**config.mk**
```make
export PLATFORM = sky130hd
export DESIGN_NAME = psram_req_sched_flat
export DESIGN_NICKNAME = d
export VERILOG_FILES = /design/src/rtl/psram_req_sched_if.sv /design/src/rtl/psram_req_sched.sv /design/src/flat_wrapper.sv
export SDC_FILE = /design/constraint.sdc
export NUM_CORES = 1
export LEC_CHECK = 0
export CORE_MARGIN = 1.5
export CORE_UTILIZATION = 41
export DETAILED_ROUTE_END_ITERATION = 6
export GPL_TIMING_DRIVEN = 0
export PLACE_DENSITY = 0.81
export REMOVE_ABC_BUFFERS = 1
export SYNTH_ARGS = -nofsm -noshare
export SYNTH_HDL_FRONTEND = slang
export SYNTH_SLANG_ARGS = --single-unit
```
**constraint.sdc**
```tcl
create_clock -name clk_i -period 2.61 [get_ports clk_i]
set_input_delay 0.522 -clock clk_i [delete_from_list [all_inputs] [get_ports clk_i]]
set_output_delay 0.522 -clock clk_i [all_outputs]
set_load 0.01 [all_outputs]
```
**src/rtl/psram_req_sched_if.sv**
```systemverilog
// Request/completion bundle between the two requesters, the scheduler and psram_core.
// The scheduler takes the slave view; requesters and core together take the master view.
interface psram_req_sched_if #(
  parameter int unsigned ADDR_WIDTH = 26
);
  logic                  en_i;
  logic                  usr_req_i;
  logic                  usr_wen_i;
  logic [ADDR_WIDTH-1:0] usr_addr_i;
  logic [31:0]           usr_wdata_i;
  logic [3:0]            usr_bm_i;
  logic                  usr_gnt_o;
  logic                  usr_done_o;
  logic [31:0]           usr_rdata_o;
  logic                  cfg_req_i;
  logic                  cfg_wen_i;
  logic [7:0]            cfg_wdata_i;
  logic                  cfg_gnt_o;
  logic                  cfg_done_o;
  logic [7:0]            cfg_rdata_o;
  logic                  core_start_o;
  logic                  core_cfg_o;
  logic                  core_wen_o;
  logic [ADDR_WIDTH-1:0] core_addr_o;
  logic [31:0]           core_wdata_o;
  logic [3:0]            core_bm_o;
  logic                  core_done_i;
  logic [31:0]           core_rdata_i;
  logic                  err_o;
  logic                  tmo_o;
  logic                  tmo_clr_i;
  logic                  busy_o;

  modport slave (
    input  en_i, usr_req_i, usr_wen_i, usr_addr_i, usr_wdata_i, usr_bm_i,
    input  cfg_req_i, cfg_wen_i, cfg_wdata_i, core_done_i, core_rdata_i, tmo_clr_i,
    output usr_gnt_o, usr_done_o, usr_rdata_o, cfg_gnt_o, cfg_done_o, cfg_rdata_o,
    output core_start_o, core_cfg_o, core_wen_o, core_addr_o, core_wdata_o, core_bm_o,
    output err_o, tmo_o, busy_o
  );

  modport master (
    output en_i, usr_req_i, usr_wen_i, usr_addr_i, usr_wdata_i, usr_bm_i,
    output cfg_req_i, cfg_wen_i, cfg_wdata_i, core_done_i, core_rdata_i, tmo_clr_i,
    input  usr_gnt_o, usr_done_o, usr_rdata_o, cfg_gnt_o, cfg_done_o, cfg_rdata_o,
    input  core_start_o, core_cfg_o, core_wen_o, core_addr_o, core_wdata_o, core_bm_o,
    input  err_o, tmo_o, busy_o
  );
endinterface

```
**src/rtl/psram_req_sched.sv**
```systemverilog
// Round-robin scheduler sharing one psram_core between the AXI user path and the APB
// config path, with a watchdog that aborts a hung core transaction.
module psram_req_sched #(
  parameter int unsigned ADDR_WIDTH  = 26,
  parameter int unsigned WDOG_CYCLES = 4096
) (
  input logic                clk_i,
  input logic                rst_i,
  psram_req_sched_if.slave   bus
);

  typedef enum logic [1:0] {StIdle, StIssue, StWait, StResp} state_e;

  localparam logic [15:0] WdogLast = 16'(WDOG_CYCLES - 1);

  state_e                state_q;
  logic                  prio_cfg_q;
  logic [15:0]           wdog_q;
  logic                  usr_gnt_q, cfg_gnt_q, usr_done_q, cfg_done_q;
  logic [31:0]           usr_rdata_q;
  logic [7:0]            cfg_rdata_q;
  logic                  core_start_q, core_cfg_q, core_wen_q;
  logic [ADDR_WIDTH-1:0] core_addr_q;
  logic [31:0]           core_wdata_q;
  logic [3:0]            core_bm_q;
  logic                  err_q, tmo_q;

  logic grant, pick_cfg;

  always_comb begin
    grant    = bus.en_i & (bus.usr_req_i | bus.cfg_req_i);
    // prio_cfg_q names the side that was not served last
    pick_cfg = bus.cfg_req_i & (~bus.usr_req_i | prio_cfg_q);
  end

  always_ff @(posedge clk_i) begin
    if (rst_i) begin
      state_q      <= StIdle;
      prio_cfg_q   <= 1'b0;
      wdog_q       <= '0;
      usr_gnt_q    <= 1'b0;
      cfg_gnt_q    <= 1'b0;
      usr_done_q   <= 1'b0;
      cfg_done_q   <= 1'b0;
      usr_rdata_q  <= '0;
      cfg_rdata_q  <= '0;
      core_start_q <= 1'b0;
      core_cfg_q   <= 1'b0;
      core_wen_q   <= 1'b0;
      core_addr_q  <= '0;
      core_wdata_q <= '0;
      core_bm_q    <= '0;
      err_q        <= 1'b0;
      tmo_q        <= 1'b0;
    end else begin
      usr_gnt_q    <= 1'b0;
      cfg_gnt_q    <= 1'b0;
      usr_done_q   <= 1'b0;
      cfg_done_q   <= 1'b0;
      core_start_q <= 1'b0;
      err_q        <= 1'b0;
      if (bus.tmo_clr_i) tmo_q <= 1'b0;

      unique case (state_q)
        StIdle: begin
          if (grant) begin
            core_cfg_q <= pick_cfg;
            prio_cfg_q <= ~pick_cfg;
            if (pick_cfg) begin
              cfg_gnt_q    <= 1'b1;
              core_wen_q   <= bus.cfg_wen_i;
              core_addr_q  <= '0;
              core_wdata_q <= {24'h0, bus.cfg_wdata_i};
              core_bm_q    <= 4'b0001;
            end else begin
              usr_gnt_q    <= 1'b1;
              core_wen_q   <= bus.usr_wen_i;
              core_addr_q  <= bus.usr_addr_i;
              core_wdata_q <= bus.usr_wdata_i;
              core_bm_q    <= bus.usr_bm_i;
            end
            state_q <= StIssue;
          end
        end
        StIssue: begin
          core_start_q <= 1'b1;
          wdog_q       <= '0;
          state_q      <= StWait;
        end
        StWait: begin
          if (bus.core_done_i) begin
            // Completion is registered here so the done pulse lands in the RESP cycle
            if (core_cfg_q) begin
              cfg_done_q  <= 1'b1;
              cfg_rdata_q <= bus.core_rdata_i[7:0];
            end else begin
              usr_done_q  <= 1'b1;
              usr_rdata_q <= bus.core_rdata_i;
            end
            state_q <= StResp;
          end else if (wdog_q >= WdogLast) begin
            err_q <= 1'b1;
            tmo_q <= 1'b1;
            if (core_cfg_q) begin
              cfg_done_q  <= 1'b1;
              cfg_rdata_q <= '0;
            end else begin
              usr_done_q  <= 1'b1;
              usr_rdata_q <= '0;
            end
            state_q <= StIdle;
          end else begin
            wdog_q <= wdog_q + 16'd1;
          end
        end
        StResp: begin
          state_q <= StIdle;
        end
        default: begin
          state_q <= StIdle;
        end
      endcase
    end
  end

  assign bus.usr_gnt_o    = usr_gnt_q;
  assign bus.usr_done_o   = usr_done_q;
  assign bus.usr_rdata_o  = usr_rdata_q;
  assign bus.cfg_gnt_o    = cfg_gnt_q;
  assign bus.cfg_done_o   = cfg_done_q;
  assign bus.cfg_rdata_o  = cfg_rdata_q;
  assign bus.core_start_o = core_start_q;
  assign bus.core_cfg_o   = core_cfg_q;
  assign bus.core_wen_o   = core_wen_q;
  assign bus.core_addr_o  = core_addr_q;
  assign bus.core_wdata_o = core_wdata_q;
  assign bus.core_bm_o    = core_bm_q;
  assign bus.err_o        = err_q;
  assign bus.tmo_o        = tmo_q;
  assign bus.busy_o       = (state_q != StIdle);

endmodule

```
**src/flat_wrapper.sv**
```systemverilog
// flat-port wrapper written by rule: the top's interface ports become plain ports
module psram_req_sched_flat 
#(
  parameter int unsigned ADDR_WIDTH  = 26,
  parameter int unsigned WDOG_CYCLES = 4096
)
  (clk_i, rst_i, bus_en_i, bus_usr_req_i, bus_usr_wen_i, bus_usr_addr_i, bus_usr_wdata_i, bus_usr_bm_i, bus_cfg_req_i, bus_cfg_wen_i, bus_cfg_wdata_i, bus_core_done_i, bus_core_rdata_i, bus_tmo_clr_i, bus_usr_gnt_o, bus_usr_done_o, bus_usr_rdata_o, bus_cfg_gnt_o, bus_cfg_done_o, bus_cfg_rdata_o, bus_core_start_o, bus_core_cfg_o, bus_core_wen_o, bus_core_addr_o, bus_core_wdata_o, bus_core_bm_o, bus_err_o, bus_tmo_o, bus_busy_o);
  psram_req_sched_if #(.ADDR_WIDTH(ADDR_WIDTH)) bus_i ();
  input logic clk_i;
  input logic rst_i;
  input wire logic [$bits(bus_i.en_i)-1:0] bus_en_i;
  input wire logic [$bits(bus_i.usr_req_i)-1:0] bus_usr_req_i;
  input wire logic [$bits(bus_i.usr_wen_i)-1:0] bus_usr_wen_i;
  input wire logic [$bits(bus_i.usr_addr_i)-1:0] bus_usr_addr_i;
  input wire logic [$bits(bus_i.usr_wdata_i)-1:0] bus_usr_wdata_i;
  input wire logic [$bits(bus_i.usr_bm_i)-1:0] bus_usr_bm_i;
  input wire logic [$bits(bus_i.cfg_req_i)-1:0] bus_cfg_req_i;
  input wire logic [$bits(bus_i.cfg_wen_i)-1:0] bus_cfg_wen_i;
  input wire logic [$bits(bus_i.cfg_wdata_i)-1:0] bus_cfg_wdata_i;
  input wire logic [$bits(bus_i.core_done_i)-1:0] bus_core_done_i;
  input wire logic [$bits(bus_i.core_rdata_i)-1:0] bus_core_rdata_i;
  input wire logic [$bits(bus_i.tmo_clr_i)-1:0] bus_tmo_clr_i;
  output wire logic [$bits(bus_i.usr_gnt_o)-1:0] bus_usr_gnt_o;
  output wire logic [$bits(bus_i.usr_done_o)-1:0] bus_usr_done_o;
  output wire logic [$bits(bus_i.usr_rdata_o)-1:0] bus_usr_rdata_o;
  output wire logic [$bits(bus_i.cfg_gnt_o)-1:0] bus_cfg_gnt_o;
  output wire logic [$bits(bus_i.cfg_done_o)-1:0] bus_cfg_done_o;
  output wire logic [$bits(bus_i.cfg_rdata_o)-1:0] bus_cfg_rdata_o;
  output wire logic [$bits(bus_i.core_start_o)-1:0] bus_core_start_o;
  output wire logic [$bits(bus_i.core_cfg_o)-1:0] bus_core_cfg_o;
  output wire logic [$bits(bus_i.core_wen_o)-1:0] bus_core_wen_o;
  output wire logic [$bits(bus_i.core_addr_o)-1:0] bus_core_addr_o;
  output wire logic [$bits(bus_i.core_wdata_o)-1:0] bus_core_wdata_o;
  output wire logic [$bits(bus_i.core_bm_o)-1:0] bus_core_bm_o;
  output wire logic [$bits(bus_i.err_o)-1:0] bus_err_o;
  output wire logic [$bits(bus_i.tmo_o)-1:0] bus_tmo_o;
  output wire logic [$bits(bus_i.busy_o)-1:0] bus_busy_o;
  assign bus_i.en_i = bus_en_i;
  assign bus_i.usr_req_i = bus_usr_req_i;
  assign bus_i.usr_wen_i = bus_usr_wen_i;
  assign bus_i.usr_addr_i = bus_usr_addr_i;
  assign bus_i.usr_wdata_i = bus_usr_wdata_i;
  assign bus_i.usr_bm_i = bus_usr_bm_i;
  assign bus_i.cfg_req_i = bus_cfg_req_i;
  assign bus_i.cfg_wen_i = bus_cfg_wen_i;
  assign bus_i.cfg_wdata_i = bus_cfg_wdata_i;
  assign bus_i.core_done_i = bus_core_done_i;
  assign bus_i.core_rdata_i = bus_core_rdata_i;
  assign bus_i.tmo_clr_i = bus_tmo_clr_i;
  assign bus_usr_gnt_o = bus_i.usr_gnt_o;
  assign bus_usr_done_o = bus_i.usr_done_o;
  assign bus_usr_rdata_o = bus_i.usr_rdata_o;
  assign bus_cfg_gnt_o = bus_i.cfg_gnt_o;
  assign bus_cfg_done_o = bus_i.cfg_done_o;
  assign bus_cfg_rdata_o = bus_i.cfg_rdata_o;
  assign bus_core_start_o = bus_i.core_start_o;
  assign bus_core_cfg_o = bus_i.core_cfg_o;
  assign bus_core_wen_o = bus_i.core_wen_o;
  assign bus_core_addr_o = bus_i.core_addr_o;
  assign bus_core_wdata_o = bus_i.core_wdata_o;
  assign bus_core_bm_o = bus_i.core_bm_o;
  assign bus_err_o = bus_i.err_o;
  assign bus_tmo_o = bus_i.tmo_o;
  assign bus_busy_o = bus_i.busy_o;
  psram_req_sched #(.ADDR_WIDTH(ADDR_WIDTH), .WDOG_CYCLES(WDOG_CYCLES)) u_core (.clk_i(clk_i), .rst_i(rst_i), .bus(bus_i));
endmodule
```
# --- Word level (Yosys, flattened, before mapping) ---
# Cells that the tools add are included.
word_totals:
  ff_bits: 130
  in_bits: 111
  output_inout_bits: 112
  word_cells: 81
op_classes:
  addsub: 1
  n_lt_le_gt_ge: 1
  eq_ne: 7
  mux: 33
  bitwise_logic: 10
  reduce_logical: 12
ops:
  columns: ["cell", "count"]
  rows:
  - ["two-way mux 32 bit", 5]
  - ["two-way mux 16 bit", 2]
  - ["two-way mux 8 bit", 4]
  - ["case mux 16 bit (2 select lines)", 1]
  - ["two-way mux 26 bit", 1]
  - ["adder 16 x 1 -> 16 bit (second input constant)", 1]
  - [">= comparator 16 x 12 -> 1 bit (second input constant)", 1]
  - ["two-way mux 1 bit", 15]
  - ["AND reduction 3 bit", 3]
  - ["case mux 2 bit (4 select lines)", 1]
  - ["two-way mux 2 bit", 3]
  - ["NOT 1 bit", 6]
  - ["nonzero test 2 bit", 3]
  - ["OR reduction 3 bit", 2]
  - ["== test 2 bit (second input constant)", 2]
  - ["two-way mux 4 bit", 1]
  - ["inequality test 2 bit (second input constant)", 2]
  - ["AND reduction 2 bit", 2]
  - ["inequality test 3 x 2 -> 1 bit (second input constant)", 1]
  - ["AND 1 bit", 2]
  - ["== test 2 x 1 -> 1 bit (second input constant)", 1]
  - ["logical NOT 2 bit", 1]
  - ["inequality test 2 x 1 -> 1 bit (second input constant)", 1]
  - ["OR 1 bit", 2]
  - ["OR reduction 2 bit", 1]

# --- Logic depth before layout (Yosys ltp) ---
# Gate-level depths: netlist (run 1).
depth:
  depth_word: 4
  ltp_mapped: 6
  ltp_nobuf: 5

# --- Least setup slack after synthesis (run 1) ---
# Ideal clock, no wire load.
synth_path:
  path_kind: "flip-flop to flip-flop"
  start: "register u_core.wdog_q[15]"
  end: "register u_core.wdog_q[9]"
  arrival_ns: 1.781
  slack_ns: 0.698
  path_stages_with_launch: 6
  path_cell_list: "dfxtp_1 or4_1 buf_2 or4_4 o311ai_2 o41ai_2"
synth_via:
  elab_chain_cells: 3
synth_lines:
  columns: ["element", "line_no", "rtl"]
  rows:
  - ["start: declaration", "psram_req_sched.sv:18", "logic [15:0] wdog_q;"]
  - ["start signal: assignment", "psram_req_sched.sv:113", "wdog_q <= wdog_q + 16'd1;"]
  - [">= comparator 16 x 12 -> 1 bit", "psram_req_sched.sv:101", "end else if (wdog_q >= WdogLast) begin"]
  - ["inequality test 2 bit (no line)", null, null]
  - ["AND reduction 3 bit (no line)", null, null]
# No other way between the ends.
# A chain may end at the register's enable or synchronous reset.

# --- Worst setup path in the final report (run 1) ---
layout_path:
  start: "input bus_cfg_req_i"
  end: "register u_core.core_wdata_q[13] (netlist: u_core.bus.core_wdata_o[13])"
layout_via:
  elab_chain_cells: 3
layout_lines:
  columns: ["element", "line_no", "rtl"]
  rows:
  - ["start: declaration", "flat_wrapper.sv:17", "input wire logic [$bits(bus_i.cfg_req_i)-1:0] bus_cfg_req_i;"]
  - ["OR 1 bit", "psram_req_sched.sv:31", "grant = bus.en_i & (bus.usr_req_i | bus.cfg_req_i);"]
  - ["AND 1 bit", "psram_req_sched.sv:31", null]
  - ["AND reduction 2 bit (no line)", null, null]
  - ["end signal: assignment", "psram_req_sched.sv:73", "core_wdata_q <= {24'h0, bus.cfg_wdata_i};"]
  - ["end signal: assignment", "psram_req_sched.sv:79", "core_wdata_q <= bus.usr_wdata_i;"]
  - ["end: declaration", "psram_req_sched.sv:24", "logic [31:0] core_wdata_q;"]
# Parallel ways exist; a longest one is shown, timed or not.

==> flow_summary.json, run 1 <==
{
  "htreeDepth": 4,
  "synth.area.top_cells": "dfxtp_1 56%, a22o_1 10%, a32o_1 7.1%",
  "rr_startpoint": "u_core.state_q[1]",
  "routed_wl_mm": 14.4,
  "cts-root-buf": "clkbuf_16",
  "avgViaCountPerCell": 5.54,
  "synth_warnings": 0,
  "ir_worst_vdd_v": 0.000404,
  "cp-startpoint": "bus_cfg_req_i",
  "vias": 4397,
  "dpl_cell_area_mm2": 0.00699,
  "rr_worst_depth": 5,
  "grt_util_all_layers_pct": 23.7,
  "setup_viol_count_final": 0,
  "die_h_um": 109,
  "die_w_um": 109,
  "ios": 223,
  "fillers": 831,
  "dp_worst_setup_slack_ns": -1.36,
  "cp_max_fo": 55,
  "fin_ws_ns": 0.199,
  "drt-wirelength-per-cell_um": 18.1,
  "dp_hpwl_mm": 10.1,
  "layout-drive-gt1-share_pct": 8.10,
  "antenna_found_initial": 0,
  "cp-start-kind": "input pin",
  "final_cells": 794,
  "worstPathArrival_ns": 2.76,
  "met2_usage_pct": 40.9,
  "io_buffers": 222,
  "period_share_pct": 92.4,
  "design_area_mm2": 0.00762,
  "path_clk_slew_ns": 0.06,
  "cts_buffers": 17,
  "nets": 753,
  "fmax_mhz": 415,
  "worstPathRequired_ns": 2.96,
  "synthTopCellsByCount": "130 x dfxtp_1, 53 x a22o_1, 33 x a32o_1",
  "drt.antenna.violating_nets": 0,
  "grt_max_degree": 56,
  "tritoncts": "done",
  "synth_top_area_share_pct": 56.2,
  "met3_usage_pct": 10.8,
  "gr-max-usage-layer": "met2",
  "hold_violations": 0,
  "period_needed_ns": 2.41,
  "start_util_pct": 42.4,
  "hp-class": "flop to flop",
  "place_congestion": 0.868,
  "drc": 0,
  "grt_pass1_vias": 4396,
  "grt.overflow.total": 0,
  "die_area_mm2": 0.0119,
  "path_class": "input pin to flop",
  "ys_seq_elements": 130,
  "leakage_nw": 2.86,
  "status": "finished, final reports clean",
  "rrSetupSlack_ns": 0.20,
  "clk_latency_ns": 0.41,
  "post_synth_inst_count": 430,
  "synth_edf_count": 0,
  "grt_pass1_wl_mm": 21.6,
  "crit_path_end": "u_core.bus.core_wdata_o[13]",
  "synth.largest_area_cell": "dfxtp_1",
  "rows": 38,
  "place_inst": 762,
  "power.density_mw_per_mm2": 683,
  "ys_seq_area_share_pct": 56.2,
  "yosysMostFrequentCell": "dfxtp_1",
  "endpoint_kind": "flop",
  "hold_ws_ns": 0.457,
  "use_met1_pct": 25.4,
  "drt-initial-drc-count": 268,
  "firstDrtPassIters": 4,
  "diodes": 0,
  "coreArea_mm2": 0.0109,
  "async_reset_ff_share_pct": 0,
  "cts.path.max_buffers": 2,
  "finClkSkew_ns": 0.00749,
  "worstMarginPinSlew_ns": 0.750,
  "regToRegEndpoint": "u_core.bus.usr_rdata_o[15]",
  "synthToLayoutAreaGrowth_pct": 64.4,
  "cts_sinks": 130,
  "maxSlewViolCount": 0,
  "drv_cap": 0,
  "synth-main-ff-cell": "dfxtp_1",
  "synth_cell_types": 48,
  "synth.avg_cell_area_um2": 10.8,
  "syn_area_mm2": 0.00463,
  "rsz0062_at_grt": "no",
  "relSlewSlack_pct": 50.0
}
-- report_power, final --
part           internal, mW  switching (mW)
combinational         0.386           0.269
clock                  1.51           0.903
sequential             2.08          0.0601
total                  3.97            1.23
-- cell usage in the layout (no fill, tap or decap), drive strengths merged, types with 3 or more instances in the layout --
cell | Yosys | routed
a211oi | 10 | 10
a21o | 3 | 3
a21oi | 7 | 7
a22o | 53 | 53
a311oi | 3 | 3
a32o | 33 | 33
a41oi | 3 | 3
and3 | 8 | 8
and4 | 3 | 3
buf | 11 | 6
bufinv | 0 | 3
clkbuf | 25 | 18
clkdlybuf4s50 | 0 | 221
clkinv | 0 | 3
clkinvlp | 0 | 6
dfxtp | 130 | 130
inv | 9 | 12
mux2i | 10 | 10
nand2 | 18 | 18
nand3 | 20 | 20
nand4 | 5 | 5
nor2 | 19 | 19
nor2b | 3 | 3
nor3 | 8 | 8
o2111ai | 3 | 3
o211ai | 5 | 5
o21ai | 14 | 14
or3 | 5 | 5
-- kinds of logic after synthesis --
logic type / Yosys count / synth area share (%)
compound gates: 144 / 26.2
flops: 130 / 56.2
simple gates: 100 / 11.4
buf+inv: 45 / 3.81
mux: 10 / 2.16
fa+ha+maj: 1 / 0.270
-- worst max-delay path: stages --
cell	delay (ns)
clkdlybuf4s50_1	0.48
o21ai_0	0.12
nor3_2	0.54
buf_6	0.24
and3_4	0.59
a22o_1	0.25
-- stage by stage --
step	power [mW]	setup TNS, ns	util (%)
finish	5.21	0	69.7
global route	5.39	0	69.7
CTS	5.24	0	69.6
detailed placement	2.83	-95.30	63.9
global placement	2.80	-202.57	63.0
floorplan	2.39	-46.24	-
-- metal layers --
metal | part of all wire, % | routed length (µm)
met1 | 38 | 5510
met2 | 50 | 7220
met5 | 0 | 0
met4 | 1.4 | 197
met3 | 10 | 1450
-- sequential cells by signal, indices dropped and copies added, names as in the netlist, 2 cells and up --
register / count
u_core.bus.core_wdata_o: 32
u_core.wdog_q: 16
u_core.state_q: 2
u_core.bus.core_bm_o: 4
u_core.bus.cfg_rdata_o: 8
u_core.bus.usr_rdata_o: 32
u_core.bus.core_addr_o: 26
-- final cells by class --
type / count / area, µm² / area share [%]
sequential: 130 / 2600 / 34.2
timing repair buffer: 228 / 2290 / 30.1
multi-input combinational: 255 / 1900 / 24.9
clock buffer: 17 / 425 / 5.58
clock inverter: 15 / 184 / 2.41
tap: 140 / 175 / 2.30
inverter: 9 / 38.8 / 0.509
-- worst min path at each step --
stage	slack, ns	from	cells past startpoint	to
5_1_grt	0.48	u_core.prio_cfg_q	1	u_core.prio_cfg_q
6_report	0.46	u_core.bus.cfg_rdata_o[0]	2	u_core.bus.cfg_rdata_o[0]
4_1_cts	0.46	u_core.bus.cfg_rdata_o[0]	2	u_core.bus.cfg_rdata_o[0]
2_1_floorplan	0.42	u_core.prio_cfg_q	1	u_core.prio_cfg_q
3_3_place_gp	0.44	u_core.prio_cfg_q	1	u_core.prio_cfg_q
3_5_place_dp	0.45	u_core.prio_cfg_q	1	u_core.prio_cfg_q
-- repair_timing --
item,4_1_cts,5_1_grt
setup endpoints to repair,94,55
hold buffers,0,0
gates resized for setup,5,3
gates cloned,0,0
buffers inserted,0,0
Power figures use the tool's default switching activity.
==> run 2, diff against run 1 <==
- ABC_AREA: default -> 1
- CTS_CLUSTER_DIAMETER: default -> 120
- PLACE_DENSITY: 0.81 -> 0.77
==> flow_summary.json, run 2 <==
{
  "status": "finished, final reports clean",
  "route.met2.wl_mm": 7.88,
  "hold_ws_ns": 0.437,
  "yosysMostFrequentCell": "nand2_1",
  "endpoint_kind": "flop",
  "antenna_found_initial": 0,
  "design_area_mm2": 0.00833,
  "coreArea_mm2": 0.0131,
  "drv_cap": 0,
  "ir_worst_vdd_v": 0.000463,
  "drt-wirelength-per-cell_um": 14.1,
  "period_needed_ns": 2.42,
  "nets": 1084,
  "synth_top_family_by_area": "simple AND/OR/NAND/NOR gates",
  "relSlewSlack_pct": 15.2,
  "cts.path.max_buffers": 2,
  "synth.area.top_cells": "dfxtp_1 47%, nand2_1 16%, inv_1 7.0%",
  "routed_wl_mm": 16.3,
  "top_layer": "met4",
  "start_util_pct": 41.8,
  "cp_top_family": "simple AND/OR/NAND/NOR gates",
  "synth_top_area_share_pct": 47.4,
  "ios": 223,
  "die_h_um": 119,
  "layout-drive-gt1-share_pct": 5.19,
  "async_reset_ff_share_pct": 0,
  "critPathSlowestCell": "clkdlybuf4s50_1",
  "worstMarginPinSlew_ns": 1.27,
  "setup_viol_count_final": 0,
  "synth.avg_cell_area_um2": 7.10,
  "io_buffers": 222,
  "drt-initial-drc-count": 410,
  "ys_seq_elements": 130,
  "final_cell_mix": "233 x nand2_1, 220 x clkdlybuf4s50_1, 130 x dfxtp_1, 102 x inv_1, 93 x nor2_1",
  "synth_warnings": 0,
  "path_class": "input pin to flop",
  "cp_max_fo": 39,
  "cp-start-kind": "input pin",
  "cts-root-buf": "clkbuf_16",
  "tritoncts": "done",
  "hold_violations": 0,
  "cts_buffers": 17,
  "cpPeakStageDelay_ns": 0.48,
  "synthTopCellsByCount": "233 x nand2_1, 130 x dfxtp_1, 103 x inv_1",
  "die_w_um": 119,
  "power_mw": 5.15,
  "die_area_mm2": 0.0141,
  "cts_sinks": 130,
  "crit_buf_inv": 3,
  "rows": 42,
  "grt_util_all_layers_pct": 23.3,
  "cts_setup_buffers": 0,
  "fin_ws_ns": 0.195,
  "synth_fa_ha_area_share_pct": 0.228,
  "grt.overflow.total": 0,
  "yosys.area_share.simple_pct": 33.8,
  "fillers": 1178,
  "grt_pass1_wl_mm": 26.0,
  "synth_edf_count": 0,
  "dp_worst_setup_slack_ns": -0.886,
  "worstPathCellList": "clkdlybuf4s50_1 -> nor2_1 -> nor2_2 -> nand3_4 -> nor2_4 -> buf_12 -> nand2_1 -> inv_2 -> nand2_1 -> nand2_1",
  "period_share_pct": 92.5,
  "rsz0062_at_grt": "no",
  "dp_hpwl_mm": 10.3,
  "leakage_nw": 3.45,
  "grt_max_degree": 74,
  "grt_pass1_vias": 5226,
  "vias": 5530,
  "diodes": 0,
  "cpMostUsedCell": "nand2_1",
  "synth.largest_area_cell": "dfxtp_1",
  "synth-xor-area-share_pct": 0,
  "syn_area_mm2": 0.00549,
  "path_clk_slew_ns": 0.06,
  "maxSlewViolCount": 0,
  "wl_met1_mm": 6.58,
  "fmax_mhz": 414,
  "drt.antenna.violating_nets": 0,
  "htreeDepth": 4,
  "synth_cell_types": 28,
  "synthMuxAreaShare_pct": 0,
  "post_synth_inst_count": 773,
  "avgViaCountPerCell": 4.78,
  "ys_seq_area_share_pct": 47.4,
  "synthToLayoutAreaGrowth_pct": 51.7,
  "clk_latency_ns": 0.42,
  "cts-hold-fix-buffers": 0,
  "synth_compound_area_share_pct": 7.18,
  "drc": 0,
  "synth-main-ff-cell": "dfxtp_1",
  "firstDrtPassIters": 5,
  "worstPathArrival_ns": 2.78,
  "place_congestion": 0.832,
  "finClkSkew_ns": 0.00997,
  "hp-class": "input pin to flop",
  "power.density_mw_per_mm2": 618,
  "layout_commonest_cell": "nand2_1",
  "worstPathRequired_ns": 2.97,
  "met3_length_mm": 1.53,
  "dpl_cell_area_mm2": 0.00776
}
[run 2: cell types whose count changed after synthesis, sizes merged, moves of 18 or more]
| cell | previous run | this run |
|---|---|---|
| a22o | 53 | 0 |
| a22oi | 0 | 30 |
| a32o | 33 | 0 |
| buf | 11 | 29 |
| inv | 9 | 106 |
| nand2 | 18 | 234 |
| nand3 | 20 | 47 |
| nand4 | 5 | 42 |
| nor2 | 19 | 98 |
[run 2: final cells by class]
| class | count | area [µm²] | share of cell area (%) |
|---|---|---|---|
| flip-flops and latches | 130 | 2600 | 31.2 |
| multi-input cells | 490 | 2300 | 27.6 |
| repair buffers | 224 | 2260 | 27.1 |
| clock buffers | 23 | 478 | 5.74 |
| inverters | 108 | 413 | 4.96 |
| well taps | 176 | 220 | 2.64 |
| clock inverters | 6 | 57.6 | 0.691 |
| repair inverters | 1 | 5.00 | 0.0601 |
[run 2: per-layer routing]
layer  global-route usage, %  vias to the layer above
met3                    10.9                       20
met4                    8.89                        0
met2                    38.0                      189
met5                       0                        -
met1                    26.6                     2490
li1                        -                     2831
[run 2: where the power goes]
group | leakage (nW) | internal (mW) | switching (mW)
clock network | 0.265 | 1.36 | 0.822
logic | 2.13 | 0.410 | 0.413
registers | 1.06 | 2.09 | 0.0550
total | 3.45 | 3.86 | 1.29
[run 2: worst register-to-register path: cells and delay by family, from the launching register on]
kind / cells / cell delay (ns)
buffers and inverters: 2 / 0.99
DFF: 1 / 0.32
and+or+nand+nor: 4 / 0.92
[run 2: metrics by stage]
step	setup TNS (ns)	util, %	std cells
floorplan	-18.34	-	726
global placement	-223.86	58.7	1124
detailed placement	-66.09	59.1	1126
CTS	0	63.4	1157
global route	0	63.4	1158
finish	0	63.4	1158
[run 2: repair_timing]
| item | in CTS | in global routing |
|---|---|---|
| gates resized for setup | 5 | 1 |
| cloned | 2 | 1 |
| hold endpoints to repair | 0 | 0 |
| endpoints found under the setup margin | 69 | 33 |
| pin swaps | 1 | 0 |
[run 2: worst paths after layout]
| check | slack, ns | cells after the start | from | endpoint |
|---|---|---|---|---|
| min | 0.44 | 2 | rst_i | u_core.bus.core_addr_o[14] |
| max | 0.19 | 10 | bus_cfg_req_i | u_core.bus.core_wdata_o[13] |
| max reg2reg | 0.32 | 6 | u_core.state_q[0] | u_core.bus.usr_rdata_o[25] |
| min reg2reg | 0.45 | 2 | u_core.wdog_q[14] | u_core.wdog_q[14] |
[run 2: cell families (layout without fill, tap and decap cells)]
logic type | after synthesis | after routing
flops | 130 | 130
compound gates | 60 | 60
simple gates | 427 | 429
fa+ha+maj | 1 | 1
buf+inv | 155 | 362
==> run 3, diff against run 2 <==
- SLEW_MARGIN: default -> 20
==> flow_summary.json, run 3 (synthesized netlist as in run 2, its figures left out) <==
{
  "cp-start-kind": "input pin",
  "diodes": 0,
  "cpPeakStageDelay_ns": 0.48,
  "cts.path.max_buffers": 2,
  "path_clk_slew_ns": 0.05,
  "firstDrtPassIters": 4,
  "fmax_mhz": 410,
  "drt-initial-drc-count": 275,
  "coreArea_mm2": 0.0131,
  "cp_max_fo": 32,
  "maxSlewViolCount": 0,
  "tritoncts": "done",
  "grt_util_all_layers_pct": 23.0,
  "die_w_um": 119,
  "rsz0062_at_grt": "no",
  "dp_hpwl_mm": 10.3,
  "drt.antenna.violating_nets": 0,
  "leakage_nw": 3.46,
  "synthToLayoutAreaGrowth_pct": 51.6,
  "ios": 223,
  "cts-root-buf": "clkbuf_16",
  "die_area_mm2": 0.0141,
  "fillers": 1132,
  "final_cells": 1159,
  "avgViaCountPerCell": 4.74,
  "die_h_um": 119,
  "nets": 1083,
  "antenna_found_initial": 0,
  "hold_violations": 0,
  "cpMostUsedCell": "nand2_1",
  "cts_sinks": 130,
  "critPathSlowestCell": "clkdlybuf4s50_1",
  "drt-wirelength-per-cell_um": 13.9,
  "worstPathArrival_ns": 2.80,
  "period_share_pct": 93.4,
  "grt.overflow.total": 0,
  "setup_viol_count_final": 0,
  "vias": 5489,
  "grt_max_degree": 74,
  "io_buffers": 222,
  "worstPathRequired_ns": 2.98,
  "finClkSkew_ns": 0.00717,
  "worstMarginPinSlew_ns": 0.830,
  "htreeDepth": 4,
  "power.density_mw_per_mm2": 617,
  "grt_pass1_vias": 5186,
  "ir_worst_vdd_v": 0.000494,
  "clk_latency_ns": 0.42,
  "grt_pass1_wl_mm": 25.7,
  "fin_ws_ns": 0.173,
  "hp-class": "flop to flop",
  "relSlewSlack_pct": 44.7,
  "worstPathCellList": "clkdlybuf4s50_1 -> nor2_1 -> nor2_2 -> nand3_4 -> nor2_4 -> buf_12 -> nand2_1 -> clkinv_2 -> nand2_1 -> nand2_1",
  "final_cell_mix": "233 x nand2_1, 220 x clkdlybuf4s50_1, 130 x dfxtp_1, 102 x inv_1, 93 x nor2_1",
  "layout-drive-gt1-share_pct": 4.88,
  "ff_latch_area_mm2": 0.00260,
  "drc": 0,
  "layout_commonest_cell": "nand2_1",
  "routed_wl_mm": 16.1,
  "cts_buffers": 17,
  "endpoint_kind": "flop",
  "cp_top_family": "simple AND/OR/NAND/NOR gates",
  "dp_worst_setup_slack_ns": -0.857,
  "place_inst": 1126,
  "drv_cap": 0,
  "path_class": "input pin to flop",
  "crit_buf_inv": 3,
  "start_util_pct": 41.8,
  "place_congestion": 0.832,
  "status": "finished, final reports clean",
  "multi_input_area_mm2": 0.00230,
  "rows": 42,
  "period_needed_ns": 2.44
}
-- run 3: where the power goes --
part           total [mW]  internal [mW]  switching (mW)  leakage, nW
registers            2.14           2.08          0.0548         1.06
logic               0.819          0.410           0.410         2.14
clock network        2.18           1.35           0.830        0.262
total                5.14           3.84            1.29         3.46
-- run 3: final cells by class --
class                   instances  area share (%)
well taps                     176            2.65
multi-input cells             490            27.6
clock buffers                  26            5.76
inverters                     108            4.96
clock inverters                 5           0.646
repair buffers                224            27.1
flip-flops and latches        130            31.3
-- run 3: routing by layer --
| metal | GRT usage (%) | routed length, µm | vias up |
|---|---|---|---|
| li1 | - | - | 2829 |
| met1 | 25.9 | 6620 | 2437 |
| met2 | 37.7 | 7540 | 193 |
| met3 | 10.2 | 1500 | 30 |
| met4 | 9.94 | 422 | 0 |
| met5 | 0 | 0 | - |
-- run 3: path summary, 6_finish.rpt --
check | start | end | slack, ns | depth (start not counted)
setup reg to reg | u_core.wdog_q[0] | u_core.bus.usr_rdata_o[30] | 0.40 | 9
hold reg to reg | u_core.wdog_q[13] | u_core.wdog_q[13] | 0.44 | 2
hold / removal | u_core.wdog_q[13] | u_core.wdog_q[13] | 0.44 | 2
setup / recovery | bus_cfg_req_i | u_core.bus.core_wdata_o[13] | 0.17 | 10
-- run 3: worst reg2reg max path, cell delays in order, from the launching register on --
cell and delay [ns]:
dfxtp_1 0.38, ha_1 0.18, nand2_1 0.11, nor2_4 0.17, nand3_2 0.15, nand3_4 0.36, nand3_4 0.46, nand2_1 0.18
inv_1 0.06, nor2_1 0.10
-- run 3: per-stage QoR --
stage	utilization (%)	power [mW]	cell area [µm²]	setup TNS, ns	hold WS (ns)
global placement	58.7	2.97	7710	-223.86	0.434
CTS	63.3	5.18	8320	0	0.444
finish	63.4	5.14	8330	0	0.442
floorplan	-	2.51	5270	-18.34	0.421
global route	63.4	5.34	8330	0	0.464
detailed placement	59.1	2.98	7760	-34.64	0.436
-- run 3: repair_timing --
action	4_1_cts	5_1_grt
endpoints found under the setup margin	28	41
hold buffers	0	0
pin swaps	1	0
resized for setup	1	2
setup buffers	0	0
cloned	2	0
